**src/rtl/vpu_writeback.sv**
```systemverilog
// vpu_writeback: pairs VPU lane-1/lane-2 words into row writes to the UB.
// Lane 2 lags lane 1 by a cycle; each paired row is written at base+2*row.
//
// Ports:
//   clk, rst             clock, asynchronous active-low reset
//   start_in             arms a job (IDLE only); samples base_addr_in, num_rows_in
//   vpu_data/valid_1/2   VPU lane words and strobes
//   ub_wr_*              registered UB write port (address + two data words)
//   busy_out             job in progress (COLLECT or DONE)
//   done_out             one-cycle pulse when the final row is written
//   err_out              sticky protocol error, cleared by reset or next start
module vpu_writeback #(
    parameter int DATA_W = 16,
    parameter int ADDR_W = 6
) (
    input  logic              clk,
    input  logic              rst,
    input  logic              start_in,
    input  logic [ADDR_W-1:0] base_addr_in,
    input  logic [5:0]        num_rows_in,
    input  logic [DATA_W-1:0] vpu_data_1_in,
    input  logic [DATA_W-1:0] vpu_data_2_in,
    input  logic              vpu_valid_1_in,
    input  logic              vpu_valid_2_in,
    output logic              ub_wr_addr_valid_out,
    output logic [ADDR_W-1:0] ub_wr_addr_out,
    output logic [DATA_W-1:0] ub_wr_data_1_out,
    output logic [DATA_W-1:0] ub_wr_data_2_out,
    output logic              ub_wr_valid_1_out,
    output logic              ub_wr_valid_2_out,
    output logic              busy_out,
    output logic              done_out,
    output logic              err_out
);

    typedef enum logic [1:0] {
        IDLE,
        COLLECT,
        DONE
    } state_t;

    state_t            state_q, state_d;
    logic [ADDR_W-1:0] addr_q, addr_d;
    logic [5:0]        rows_q, rows_d;
    logic [5:0]        cnt_q, cnt_d;
    logic              pend_q, pend_d;
    logic [DATA_W-1:0] pend_data_q, pend_data_d;
    logic              err_d;
    logic              wr_d;

    always_comb begin
        state_d     = state_q;
        addr_d      = addr_q;
        rows_d      = rows_q;
        cnt_d       = cnt_q;
        pend_d      = pend_q;
        pend_data_d = pend_data_q;
        err_d       = err_out;
        wr_d        = 1'b0;

        unique case (state_q)
            IDLE: begin
                if (start_in) begin
                    addr_d  = base_addr_in;
                    rows_d  = num_rows_in;
                    cnt_d   = 6'd0;
                    pend_d  = 1'b0;
                    err_d   = 1'b0;
                    state_d = (num_rows_in == 6'd0) ? DONE : COLLECT;
                end
            end

            COLLECT: begin
                // Lane 2 with nothing to pair against is dropped.
                if (vpu_valid_2_in && !pend_q) begin
                    err_d = 1'b1;
                end
                if (vpu_valid_2_in && pend_q) begin
                    wr_d   = 1'b1;
                    cnt_d  = cnt_q + 6'd1;
                    addr_d = addr_q + ADDR_W'(2);
                    pend_d = 1'b0;
                    if (cnt_q + 6'd1 == rows_q) begin
                        state_d = DONE;
                    end
                end
                // Lane 1 refills the slot; same-cycle lane 2 has already
                // drained it, otherwise this is an overrun.
                if (vpu_valid_1_in) begin
                    if (pend_q && !vpu_valid_2_in) begin
                        err_d = 1'b1;
                    end
                    pend_d      = 1'b1;
                    pend_data_d = vpu_data_1_in;
                end
            end

            DONE: begin
                state_d = IDLE;
            end

            default: begin
                state_d = IDLE;
            end
        endcase
    end

    always_ff @(posedge clk or negedge rst) begin
        if (!rst) begin
            state_q     <= IDLE;
            addr_q      <= '0;
            rows_q      <= '0;
            cnt_q       <= '0;
            pend_q      <= 1'b0;
            pend_data_q <= '0;
            err_out     <= 1'b0;
        end else begin
            state_q     <= state_d;
            addr_q      <= addr_d;
            rows_q      <= rows_d;
            cnt_q       <= cnt_d;
            pend_q      <= pend_d;
            pend_data_q <= pend_data_d;
            err_out     <= err_d;
        end
    end

    // Write port: strobes follow each pairing; data and address hold
    // their last value between writes.
    always_ff @(posedge clk or negedge rst) begin
        if (!rst) begin
            ub_wr_addr_valid_out <= 1'b0;
            ub_wr_valid_1_out    <= 1'b0;
            ub_wr_valid_2_out    <= 1'b0;
            ub_wr_addr_out       <= '0;
            ub_wr_data_1_out     <= '0;
            ub_wr_data_2_out     <= '0;
        end else begin
            ub_wr_addr_valid_out <= wr_d;
            ub_wr_valid_1_out    <= wr_d;
            ub_wr_valid_2_out    <= wr_d;
            if (wr_d) begin
                ub_wr_addr_out   <= addr_q;
                ub_wr_data_1_out <= pend_data_q;
                ub_wr_data_2_out <= vpu_data_2_in;
            end
        end
    end

    assign busy_out = (state_q != IDLE);
    assign done_out = (state_q == DONE);

endmodule

```
**config.mk**
```make
export PLATFORM = sky130hd
export DESIGN_NAME = vpu_writeback
export DESIGN_NICKNAME = d
export VERILOG_FILES = /design/src/rtl/vpu_writeback.sv
export SDC_FILE = /design/constraint.sdc
export NUM_CORES = 1
export LEC_CHECK = 0
export ABC_AREA = 1
export BUFFER_PORTS_ARGS = -buffer_cell sky130_fd_sc_hd__buf_2
export CAP_MARGIN = 20
export CORE_ASPECT_RATIO = 0.7
export CORE_MARGIN = 2
export CORE_UTILIZATION = 45
export CTS_BUF_LIST = sky130_fd_sc_hd__clkbuf_8
export DETAILED_ROUTE_END_ITERATION = 16
export PLACE_DENSITY = 0.71
export SLEW_MARGIN = 20
export SYNTH_ARGS = -nofsm -noshare
export SYNTH_HDL_FRONTEND = slang
export SYNTH_SLANG_ARGS = --single-unit
```
**constraint.sdc**
```tcl
create_clock -name clk -period 1.6 [get_ports clk]
set_input_delay 0.08 -clock clk [delete_from_list [all_inputs] [get_ports clk]]
set_output_delay 0.08 -clock clk [all_outputs]
set_load 0.005 [all_outputs]
```
==> results of run 1 <==
-- synth_stat cells, types with 2 or more instances --
library cell | n | area [um^2]
sky130_fd_sc_hd__nand2_1 | 132 | 495.5
sky130_fd_sc_hd__dfrtp_1 | 77 | 1927
sky130_fd_sc_hd__inv_1 | 35 | 131.4
sky130_fd_sc_hd__nor2_1 | 31 | 116.4
sky130_fd_sc_hd__o21ai_1 | 21 | 105.1
sky130_fd_sc_hd__a21oi_1 | 19 | 95.09
sky130_fd_sc_hd__nand3_1 | 9 | 45.04
sky130_fd_sc_hd__o21ai_0 | 9 | 45.04
sky130_fd_sc_hd__buf_2 | 5 | 25.02
sky130_fd_sc_hd__buf_6 | 5 | 56.30
sky130_fd_sc_hd__a31oi_1 | 3 | 18.77
sky130_fd_sc_hd__buf_4 | 3 | 22.52
sky130_fd_sc_hd__clkbuf_1 | 3 | 11.26
sky130_fd_sc_hd__inv_2 | 3 | 11.26
sky130_fd_sc_hd__nand3b_1 | 3 | 22.52
sky130_fd_sc_hd__o22ai_2 | 3 | 37.54
sky130_fd_sc_hd__ha_1 | 2 | 25.02
sky130_fd_sc_hd__nor2_4 | 2 | 22.52
-- per-layer routing --
| layer | track usage, % | vias to the layer above | wire (um) |
|---|---|---|---|
| li1 | - | 1458 | - |
| met1 | 27.09 | 1313 | 3751 |
| met2 | 34.27 | 77 | 3561 |
| met3 | 6.416 | 6 | 361 |
| met4 | 4.532 | 0 | 51 |
| met5 | 0 | - | 0 |
-- power by group through the flow --
stage	Combinational (mW)	Sequential [mW]	Clock (mW)
5_1_grt	3.27	3.35	1.55
6_report	2.83	3.25	1.42
4_1_cts	2.73	3.23	1.47
2_1_floorplan	1.61	3.26	0
3_3_place_gp	2.57	3.25	0
3_5_place_dp	2.65	3.27	0
-- kinds of logic (layout without fill, tap and decap cells) --
family | Yosys count | after routing | share of synthesized area [%]
compound gates | 59 | 59 | 10.13
xor+xnor | 2 | 2 | 0.5355
fa+ha+maj | 2 | 2 | 0.7647
buf+inv | 54 | 205 | 7.877
flops | 77 | 77 | 58.89
simple gates | 179 | 179 | 21.80
-- area by class of cell --
class	instances	area, um^2	area share, %
clock inverters	7	67.56	1.490
clock buffers	9	123.9	2.733
flip-flops and latches	77	1927	42.51
multi-input cells	242	1105	24.37
repair buffers	151	1046	23.07
inverters	38	146.4	3.229
well taps	94	117.6	2.595
-- sequential cells by signal, indices dropped and copies added, names as in the netlist, 2 cells and up --
name and flops:
pend_data_q 16, ub_wr_data_1_out 16, ub_wr_data_2_out 16, addr_q 6
cnt_q 6, rows_q 6, ub_wr_addr_out 6, state_q 2
-- critical path, cell delays in order, from the launching register on --
cell and delay [ns]:
sky130_fd_sc_hd__dfrtp_1 0.42, sky130_fd_sc_hd__buf_4 0.15, sky130_fd_sc_hd__inv_1 0.06, sky130_fd_sc_hd__nor2_1 0.16, sky130_fd_sc_hd__nand2_1 0.09, sky130_fd_sc_hd__nand2_1 0.10
sky130_fd_sc_hd__nor2_1 0.06, sky130_fd_sc_hd__nor2_1 0.11, sky130_fd_sc_hd__nand3_1 0.11, sky130_fd_sc_hd__nand2_1 0.08, sky130_fd_sc_hd__nand2_1 0.05
-- final timing paths --
kind / start / end / slack (ns) / cells past startpoint
max reg2reg: cnt_q[0]$_DFFE_PN0P_ / state_q[0]$_DFFE_PN0P_ / 0.12 / 10
max in group asynchronous: rst / ub_wr_data_2_out[1]$_DFFE_PN0P_ / 0.85 / 3
min reg2reg: ub_wr_data_2_out[6]$_DFFE_PN0P_ / ub_wr_data_2_out[6]$_DFFE_PN0P_ / 0.47 / 2
min: vpu_data_1_in[2] / pend_data_q[2]$_DFFE_PN0P_ / 0.01 / 3
min in group asynchronous: rst / pend_data_q[10]$_DFFE_PN0P_ / 0.21 / 2
max: cnt_q[0]$_DFFE_PN0P_ / state_q[0]$_DFFE_PN0P_ / 0.12 / 10
-- metrics by stage --
stage / setup TNS (ns) / area [um^2]
after floorplan: 0 / 3272
after global placement: 0 / 3857
after detailed placement: 0 / 3857
after CTS: 0 / 4459
after global routing: -0.04410 / 4533
final: 0 / 4533
-- what timing repair did --
item,in CTS,in global routing
setup buffers,0,7
gates resized for setup,0,5
hold buffers,41,0
hold endpoints to repair,71,0
setup endpoints to repair,0,4
==> results, run 1 <==
- The count of input and output buffers is 92.
- The library cells used most frequently in the layout, excluding fill and tap cells, are sky130_fd_sc_hd__nand2_1, sky130_fd_sc_hd__buf_2, sky130_fd_sc_hd__dfrtp_1.
- In this run, the number of DRC markers left after iteration 0 of detailed routing was 126.
- The number of levels the H-tree was split into is 3.
- The worst setup timing slack at the placement stage is 0.1101 ns.
- Leaving out filler cells and counting taps, the final layout contains a little over 600.
- The first global-routing pass estimated 12.79 mm of wire.
- The total clock buffers created by CTS is 9.
- Across all layers, the routed design uses 2,854 vias.
- The final HPWL from detailed placement is 5.049 mm.
- The routability congestion estimate from global placement is approximately 0.79.
- After detailed routing, the number of vias per cell comes to 4.618.
- The post-synth net total is between 400 and 500.
- Counting tap cells, the placed design contains a total of 554 instances.
- The run finished with clean final reports.
- The final-report max-slew violation count is 0.
- The worst min-delay path class is in2reg.
- After clock tree synthesis, the clock-pin slew on the worst setup and hold paths is 0.08 ns.
- The internal power of the cells totals 4.793 mW.
- The setup violation total in the final timing report is 0.
- The average footprint of a synthesized cell is 8.772 um^2.
- The total power divided by cell area is 1655 nW/um^2.
- The startpoint type of the worst setup path is a register.
- The startpoint-to-endpoint class of the critical path is reg2reg.
- The post-synthesis to final-layout area growth is 38.55%.
- The tree built by TritonCTS fans out to between 70 and 80 sinks.
- The summed instance area of the synthesized netlist is 3272 um^2.
- The leakage power is 2.425 nW.
- Of the total power, the clock network draws between 10% and 20%.
- IR analysis of the VDD net gives a maximum drop of 0.8554 mV.
- In this run the worst path has a maximum fanout of 3.
- The endpoint arrival time on the critical path is 1.72 ns.
- The initial antenna violation count is 0.
- The total power of the final layout is 7.503 mW.
- The filler cells instantiated in the layout total 573.
- The tree is rooted in a sky130_fd_sc_hd__clkbuf_8.
- For this run the aggregate overflow at the end of global routing stands at 0.
- The via count of the first global-routing pass was 2,756.
- The number of optimization iterations in the first detailed-route pass is 4.
- The final clock skew is 0.008213 ns.
- The actual transition at the worst max-transition pin is 0.4621 ns.
- The clock latency of the later-clocked register in the worst-skew pair is 0.35 ns.
- The die is ~75 um tall.
- The post-route DRC violation count is 0.
- Entering global routing, the biggest net connects 48 pins.
- The sequential fraction of design power is 43.3%.
- Static timing analysis puts the maximum clock frequency at 0.6734 GHz.
- The core region area is 6882 um^2.
- The global-route usage over all layers is 20.52%.
- The net switching power is 2.710 mW.
- The number of different library cells used by synthesis comes to 26.
- The post-synthesis register bit count is 77.
- The row count is 25.
- Counting flops with a built-in enable in the synthesized netlist gives 0.
- Once layout is complete, the utilization of the core stands at 65.87%.
- The most frequent standard cell in the layout excluding fill and tap cells is sky130_fd_sc_hd__nand2_1.
- STA classifies the critical path endpoint as a register.
- The total length of routed wires is about 7.7 mm.
- The initial core utilization is 47.55%.
- Across the run, the number of max-cap violations was 0.
- Sequential cells were found to cover 58.89% of the synthesized design area.
- The total count of hold-check failures in the final report was 0.
- The floorplan die area is about 8000 um^2.
- After detailed routing, the average wire length per cell comes to 12.50 um.
- Data on the critical path is required at its endpoint by 1.84 ns.
- Dividing the final minimum period by the clock period gives 92.81%.
- In this run the count of I/O pins placed on the die edge is 93.
- In this run the remaining antenna-violating nets after routing total 0.
- The final layout contains 570 nets.
- The final worst hold slack is 0.01423 ns.
- The net switching share of the total power is a little over a third.
- The die is 105.9 um wide.
- The leading register cell type out of synthesis is sky130_fd_sc_hd__dfrtp_1.
- In this run the tightest slew margin relative to its limit is 69.19%.
- The synthesized instance count is 373.
- The clock tree from TritonCTS is built.
- The post-route netlist has between 20% and 30% of its cells at a drive strength greater than 1.
- The clock passes through at most 2 buffers.
- For the finished layout, the period the worst path requires is 1.485 ns.
- The logic gate share of total power is ~38%.
- The async set-reset flop share out of synthesis is 100.0%.
- 0 antenna diodes ended up in the layout.
- The yosys synthesis warning count is 0.
- In the post-route analysis, the smallest setup slack over all paths is 0.1150 ns.
(Power assumes the default switching activity.)
==> run 2: changes to the inputs <==
CORE_MARGIN = not set   (was 2)
==> run 2 against run 1 <==
  * First-iteration DRC count rose by 46%
  * Non-clock buffer count down 6
  * Core utilization decreased by 0.49 points
  * Via count shrank 2.3%
  * Critical endpoint unchanged
==> results, run 2 (synthesized netlist as in run 1, its figures left out) <==
- Outcome: complete, no violations (unchanged).
- The CTS root buffer is sky130_fd_sc_hd__clkbuf_8 (unchanged).
- The post-route cell area was 4499 um^2 (was 4533 um^2).
- The worst setup timing slack at the placement stage is 0.09469 ns (was 0.1101 ns).
- The post-layout net count is 564 (was 570).
- The endpoint of the worst register-to-register path is state_q[0]$_DFFE_PN0P_ (unchanged).
- The total power of the final layout is 7.475 mW (was 7.503 mW).
- The clock latency of the later-clocked register in the worst-skew pair came to 0.35 ns (about the same).
- The final-report max-slew violation count came to 0 (unchanged).
- The total count of hold-check failures in the final report is 0 (unchanged).
- The clock period minus final worst setup slack came to 1.443 ns (was 1.485 ns).
- The final worst-path setup slack is 0.1572 ns (was 0.1150 ns).
- The initial core utilization is 47.55% (unchanged).
- The number of DRC markers after the initial detailed-route iteration is 184 (was 126).
- The endpoint arrival time on the critical path came to 1.68 ns (was 1.72 ns).
- The clock-pin slew on the worst setup and hold paths came to 0.08 ns (about the same).
- The setup violation total in the final timing report is 0 (unchanged).
- The number of sinks driven by the clock tree is 77 (unchanged).
- The via count of the first global-routing pass is 2,694 (was 2,756).
- The floorplan die area is 7621 um^2 (was 7980 um^2).
- Commonest cells after routing, fill and taps aside: sky130_fd_sc_hd__nand2_1, sky130_fd_sc_hd__buf_2, sky130_fd_sc_hd__dfrtp_1 (unchanged).
- The overflow left after global routing is 0 (unchanged).
- The final clock skew is 0.006663 ns (was 0.008213 ns).
- The clock tree from TritonCTS is built (unchanged).
- The total clock buffers created by CTS is 9 (unchanged).
- The max-capacitance violation count came to 0 (unchanged).
- The remaining max-slew budget at the tightest pin is 77.92% (was 69.19%).
- The ratio of routed vias to standard cells is 4.557 (was 4.618).
- The most frequent standard cell in the layout excluding fill and tap cells is sky130_fd_sc_hd__nand2_1 (unchanged).
- The wire length of the first global-routing pass was 12.21 mm (was 12.79 mm).
- The kind of end point of the critical path is a register (unchanged).
- The required time at the worst-slack endpoint is 1.84 ns (about the same).
- The worst min-delay path class is in2reg (unchanged).
- The total power divided by cell area is 1661 nW/um^2 (was 1655 nW/um^2).
- The number of optimization iterations in the first detailed-route pass is 5 (was 4).
- The worst vdd rail ir drop is 0.8286 mV (was 0.8554 mV).
- The startpoint-to-endpoint class of the critical path is reg2reg (unchanged).
- The maximum number of pins on one net before global-route repair is 54 (was 48).
- The number of placed I/O pins is 93 (unchanged).
- The initial antenna violation count was 0 (unchanged).
- The antenna cell count is 0 (unchanged).
- The buffer depth of the longest clock path is 2 (unchanged).
- The global-route usage over all layers was 20.67% (was 20.52%).
- The worst reg2reg path startpoint is cnt_q[1]$_DFFE_PN0P_ (was cnt_q[0]$_DFFE_PN0P_).
- The share of the clock period used by the worst path after layout came to 90.18% (was 92.81%).
- The fraction of final layout cells with drive strength greater than 1 was 25.87% (was 25.95%).
- The start point of the critical path is cnt_q[1]$_DFFE_PN0P_ (was cnt_q[0]$_DFFE_PN0P_).
- The core region area came to 6882 um^2 (unchanged).
- The post-synthesis to final-layout area growth is 37.51% (was 38.55%).
- The slack of the worst reg-to-reg path is 0.16 ns (was 0.12 ns).
- The post-route DRC violation count was 0 (unchanged).
- The count of input and output buffers was 92 (unchanged).
- The layout filler cell count came to 574 (was 573).
- The maximum fanout along the worst path is 3 (unchanged).
- The overall die height is 73.34 um (was 75.34 um).
- The worst setup path endpoint is state_q[0]$_DFFE_PN0P_ (unchanged).
- The setup TNS is 0 ns (unchanged).
- The final HPWL from detailed placement came to 4.588 mm (was 5.049 mm).
- The number of routed nets with antenna violations is 0 (unchanged).
- The final routed wire length divided by cell count is 11.70 um (was 12.50 um).
- The die boundary width is 103.9 um (was 105.9 um).
- The actual transition at the worst max-transition pin came to 0.3282 ns (was 0.4621 ns).
- Setup repair after global routing left no endpoint under its margin.
- The instance area after placement is 3837 um^2 (was 3857 um^2).
- The leakage power is 2.396 nW (was 2.425 nW).
- The cell depth of the worst flop-to-flop path is 10 (unchanged).
- The multi-input combinational cell area is 1114 um^2 (was 1105 um^2).
- Leading registers by flop count: pend_data_q (16), ub_wr_data_1_out (16), ub_wr_data_2_out (16) (unchanged).
- The total area of sequential cells came to 1927 um^2 (unchanged).
- The number of levels the H-tree was split into is 3 (unchanged).
- The total length of routed wires is 7.158 mm (was 7.726 mm).
- The startpoint type of the worst setup path is a register (unchanged).
- The routability congestion estimate from global placement is 0.8077 (was 0.7885).
- The timing-limited maximum frequency is 0.6931 GHz (was 0.6734 GHz).
- The final worst hold slack is 0.01968 ns (was 0.01423 ns).
- The via count of the routed design is 2,789 (was 2,854).
- The row count is 25 (unchanged).
[run 2: cell count changes in the layout (fill, tap and decap cells not counted), sizes merged]
cell | before | now
clkbuf | 9 | 11
inv | 40 | 38
buf | 110 | 104
[run 2: how the worst min path moves through the flow]
stage | cells past startpoint | slack (ns) | start | end
global route | 3 | 0.01 | vpu_data_1_in[2] | pend_data_q[2]$_DFFE_PN0P_
finish | 3 | 0.02 | vpu_data_1_in[2] | pend_data_q[2]$_DFFE_PN0P_
global placement | 1 | -0.04 | rst | pend_data_q[7]$_DFFE_PN0P_
detailed placement | 1 | -0.04 | rst | pend_data_q[7]$_DFFE_PN0P_
floorplan | 0 | -0.22 | rst | addr_q[0]$_DFFE_PN0P_
CTS | 3 | 0.01 | vpu_data_1_in[2] | pend_data_q[2]$_DFFE_PN0P_
[run 2: through the flow]
stage                     util [%]  instances
after floorplan                  -        373
after global placement       55.76        553
after detailed placement     55.76        553
after CTS                    64.78        610
after global routing         65.38        612
final                        65.38        612
[run 2: routing by layer]
metal	vias up	global-route usage (%)	part of all wire, %
li1	1445	-	-
met1	1268	26.94	50
met2	67	34.30	45
met3	9	5.590	3.9
met4	0	6.349	1.0
met5	-	0	0
[run 2: what timing repair did]
item                       4_1_cts  5_1_grt
setup endpoints to repair        0        2
hold endpoints to repair       117        0
setup buffers                    0        2
hold buffers                    41        0
resized for setup                0        6
[run 2: layout make-up]
| type | instances | share of cell area (%) |
|---|---|---|
| multi-input combinational | 242 | 24.75 |
| clock buffer | 11 | 3.365 |
| sequential | 77 | 42.83 |
| tap | 94 | 2.614 |
| timing repair buffer | 145 | 21.97 |
| clock inverter | 5 | 1.307 |
| inverter | 38 | 3.170 |
[run 2: critical path: stages (launching register included)]
cell,delay (ns)
sky130_fd_sc_hd__dfrtp_1,0.42
sky130_fd_sc_hd__buf_4,0.14
sky130_fd_sc_hd__nand2_1,0.04
sky130_fd_sc_hd__nor2_1,0.15
sky130_fd_sc_hd__nand2_1,0.09
sky130_fd_sc_hd__nand2_1,0.10
sky130_fd_sc_hd__nor2_1,0.06
sky130_fd_sc_hd__nor2_1,0.12
sky130_fd_sc_hd__nand3_2,0.10
sky130_fd_sc_hd__nand2_1,0.07
sky130_fd_sc_hd__nand2_1,0.05
[run 2: power by group]
| part | internal [mW] | total [mW] | switching [mW] | leakage [nW] |
|---|---|---|---|---|
| Sequential | 2.80 | 3.25 | 0.447 | 0.937 |
| Clock | 0.805 | 1.51 | 0.701 | 0.102 |
| Combinational | 1.21 | 2.72 | 1.52 | 1.36 |
| Total | 4.81 | 7.47 | 2.66 | 2.40 |
==> run 3: changes to the inputs <==
--- a/config.mk
+++ b/config.mk
@@ -13,5 +13,5 @@
 export CTS_BUF_LIST = sky130_fd_sc_hd__clkbuf_8
 export DETAILED_ROUTE_END_ITERATION = 16
-export PLACE_DENSITY = 0.71
+export PLACE_DENSITY = 0.73
 export SLEW_MARGIN = 20
 export SYNTH_ARGS = -nofsm -noshare
==> constraint.sdc (replaced) <==
create_clock -name clk -period 1.6 [get_ports clk]
set_input_delay 0.48 -clock clk [delete_from_list [all_inputs] [get_ports clk]]
set_output_delay 0.48 -clock clk [all_outputs]
set_load 0.005 [all_outputs]
==> run 3 against run 2 <==
  * The run now ends with setup timing left
  * Power grew 0.87%
  * Critical endpoint is now busy_out
  * Setup slack worse by 0.16 ns
  * Die area unchanged
  * Clock skew is 0.00074 ns higher
  * First-iteration DRC count down 17%
  * Core utilization decreased by 5.5 points
  * Combinational power barely moved
  * Final area fell by 8.4%
  * Sequential cell count unchanged
  * Fmax is 9.9% lower
  * Wire length shrank 1.9%
  * Global-route usage fell by 0.44 points
==> results, run 3 (synthesized netlist as in run 1, its figures left out) <==
- Outcome: finished, violations left (was complete, no violations).
- The final reports fail on setup timing.
- Leading registers by flop count: pend_data_q (16), ub_wr_data_1_out (16), ub_wr_data_2_out (16) (unchanged).
- The number of routed nets with antenna violations is 0 (unchanged).
- The initial core utilization is 47.55% (unchanged).
- The initial antenna violation count is 0 (unchanged).
- The total power of the final layout was 7.540 mW (was 7.475 mW).
- The fraction of final layout cells with drive strength greater than 1 was 27.39% (was 25.87%).
- The cell count of the worst hold path is 3 (unchanged).
- The CTS root buffer is sky130_fd_sc_hd__clkbuf_8 (unchanged).
- Commonest cells after routing, fill and taps aside: sky130_fd_sc_hd__nand2_1, sky130_fd_sc_hd__buf_2, sky130_fd_sc_hd__dfrtp_1 (unchanged).
- The number of levels the H-tree was split into is 3 (unchanged).
- The maximum fanout along the worst path came to 3 (unchanged).
- The routability congestion estimate from global placement is 0.7969 (was 0.8077).
- The cell type group with the largest total delay on the critical path is flip-flops (was simple AND/OR/NAND/NOR gates).
- The clock-pin slew on the worst setup and hold paths is 0.08 ns (about the same).
- Setup repair after global routing missed its margin: true (was false).
- The final worst-path setup slack is -0.001088 ns (was 0.1572 ns).
- The final-report max-slew violation count was 0 (unchanged).
- The wire length of the first global-routing pass came to 11.81 mm (was 12.21 mm).
- The buffer depth of the longest clock path is 2 (unchanged).
- The slack of the worst reg-to-reg path is 0.10 ns (was 0.16 ns).
- The most frequent standard cell in the layout excluding fill and tap cells is sky130_fd_sc_hd__nand2_1 (unchanged).
- The number of optimization iterations in the first detailed-route pass was 4 (was 5).
- The final routed wire length divided by cell count was 12.19 um (was 11.70 um).
- The number of placed I/O pins came to 93 (unchanged).
- The setup violation total in the final timing report came to 1 (was 0).
- The endpoint arrival time on the critical path is 1.12 ns (was 1.68 ns).
- The post-synthesis to final-layout area growth is 25.97% (was 37.51%).
- The share of the clock period used by the worst path after layout came to 100.1% (was 90.18%).
- The number of sinks driven by the clock tree came to 77 (unchanged).
- The instance area after placement came to 3887 um^2 (was 3837 um^2).
- The via count of the first global-routing pass is 2,444 (was 2,694).
- The maximum number of pins on one net before global-route repair is 37 (was 54).
- The actual transition at the worst max-transition pin is 0.3735 ns (was 0.3282 ns).
- The kind of end point of the critical path is an output port (was register).
- The layout filler cell count is 609 (was 574).
- The final HPWL from detailed placement is 5.137 mm (was 4.588 mm).
- The overflow left after global routing is 0 (unchanged).
- The die boundary width is 103.9 um (unchanged).
- The clock latency of the later-clocked register in the worst-skew pair is 0.35 ns (about the same).
- The total power divided by cell area was 1829 nW/um^2 (was 1661 nW/um^2).
- The worst reg2reg path startpoint is state_q[0]$_DFFE_PN0P_ (was cnt_q[1]$_DFFE_PN0P_).
- The required time at the worst-slack endpoint came to 1.12 ns (was 1.84 ns).
- The setup TNS came to -0.001088 ns (was 0 ns).
- The worst vdd rail ir drop is 0.8772 mV (was 0.8286 mV).
- The remaining max-slew budget at the tightest pin is 74.87% (was 77.92%).
- The via count of the routed design is 2,671 (was 2,789).
- The timing-limited maximum frequency is 0.6246 GHz (was 0.6931 GHz).
- The post-route cell area is 4121 um^2 (was 4499 um^2).
- The worst-path cell with the longest stage delay is sky130_fd_sc_hd__dfrtp_1 (unchanged).
- The global-route usage over all layers is 20.23% (was 20.67%).
- The final worst hold slack is 0.3246 ns (was 0.01968 ns).
- The cell depth of the worst flop-to-flop path was 7 (was 10).
- The overall die height is 73.34 um (unchanged).
- The floorplan die area is 7621 um^2 (unchanged).
- The antenna cell count came to 0 (unchanged).
- The startpoint type of the worst setup path is a register (unchanged).
- The total count of hold-check failures in the final report is 0 (unchanged).
- The number of buffers and inverters on the critical path is 2 (was 1).
- The post-layout net count is 528 (was 564).
- The total length of routed wires is 7.023 mm (was 7.158 mm).
- The critical hold path startpoint is vpu_data_2_in[10] (was vpu_data_1_in[2]).
- The total instance count after detailed placement came to 558 (was 553).
- The number of DRC markers after the initial detailed-route iteration was 153 (was 184).
- The row count came to 25 (unchanged).
- The leakage power came to 2.264 nW (was 2.396 nW).
- The count of input and output buffers is 92 (unchanged).
- The core region area is 6882 um^2 (unchanged).
- The startpoint-to-endpoint class of the critical path is reg2out (was reg2reg).
- The final core utilization is 59.89% (was 65.38%).
- The clock period minus final worst setup slack was 1.601 ns (was 1.443 ns).
- The max-capacitance violation count is 0 (unchanged).
- The endpoint of the worst register-to-register path is rows_q[2]$_DFFE_PN0P_ (was state_q[0]$_DFFE_PN0P_).
- The total clock buffers created by CTS was 9 (unchanged).
- The worst min-delay path class is in2reg (unchanged).
- The ratio of routed vias to standard cells is 4.637 (was 4.557).
- The count of non-filler cells in the finished layout is 576 (was 612).
- The endpoint of the worst hold-timing path is ub_wr_data_2_out[10]$_DFFE_PN0P_ (was pend_data_q[2]$_DFFE_PN0P_).
- The post-route DRC violation count is 0 (unchanged).
- The final clock skew came to 0.007408 ns (was 0.006663 ns).
- The worst setup timing slack at the placement stage was 0.1463 ns (was 0.09469 ns).
- The maximum cell stage delay along the critical path was 0.42 ns (about the same).
- The clock tree from TritonCTS is built (unchanged).
- Cell-by-cell trace of the critical path: nor2_2 -> inv_1 -> buf_2 (was buf_4 -> nand2_1 -> nor2_1 -> nand2_1 -> nand2_1 -> nor2_1 -> nor2_1 -> nand3_2 -> nand2_1 -> nand2_1).
==> run 3: cell types whose count changed in the layout (fill, tap and decap cells not counted), sizes merged <==
cell	change
inv	+2
clkbuf	-2
clkinvlp	-1
dlygate4sd3	-40
bufinv	+1
buf	+4
==> run 3: tightest hold or removal path, stage by stage <==
cell and delay (ns):
sky130_fd_sc_hd__buf_2 0.07, sky130_fd_sc_hd__nand2_1 0.04, sky130_fd_sc_hd__nand2_1 0.05
==> run 3: area by class of cell <==
| class | count | area (um^2) | share of cell area, % |
|---|---|---|---|
| Clock inverter | 7 | 90.09 | 2.186 |
| Clock buffer | 9 | 123.9 | 3.005 |
| Tap cell | 94 | 117.6 | 2.854 |
| Sequential cell | 77 | 1927 | 46.75 |
| Multi-Input combinational cell | 242 | 1090 | 26.44 |
| Inverter | 38 | 142.6 | 3.461 |
| Timing Repair Buffer | 109 | 630.6 | 15.30 |
==> run 3: what timing repair did <==
item | CTS | global route
buffers inserted | 1 | 0
endpoints found under the setup margin | 1 | 2
pin swaps | 1 | 0
hold endpoints to repair | 4 | 0
hold buffers | 1 | 0
gates resized for setup | 1 | 0
==> run 3: per-layer routing <==
layer / up-vias / share of wire [%] / global-route usage (%)
li1: 1369 / - / -
met1: 1197 / 51 / 28.41
met2: 95 / 42 / 30.59
met3: 10 / 5.7 / 4.880
met4: 0 / 1.3 / 8.095
met5: - / 0 / 0
==> run 3: how the worst max path moves through the flow <==
stage	to	slack (ns)	start	depth (start not counted)
floorplan	state_q[0]$_DFFE_PN0P_	0.24	cnt_q[0]$_DFFE_PN0P_	11
global placement	state_q[0]$_DFFE_PN0P_	0.20	cnt_q[0]$_DFFE_PN0P_	11
detailed placement	rows_q[2]$_DFFE_PN0P_	0.15	state_q[1]$_DFFE_PN0P_	6
CTS	busy_out	0.003	state_q[0]$_DFFE_PN0P_	3
global route	busy_out	-0.05	state_q[0]$_DFFE_PN0P_	3
finish	busy_out	-0.001	state_q[0]$_DFFE_PN0P_	3
==> run 3: where the power goes <==
group	total, mW	switching (mW)	internal [mW]
combinational	2.70	1.52	1.18
sequential	3.24	0.443	2.80
clock	1.59	0.721	0.873
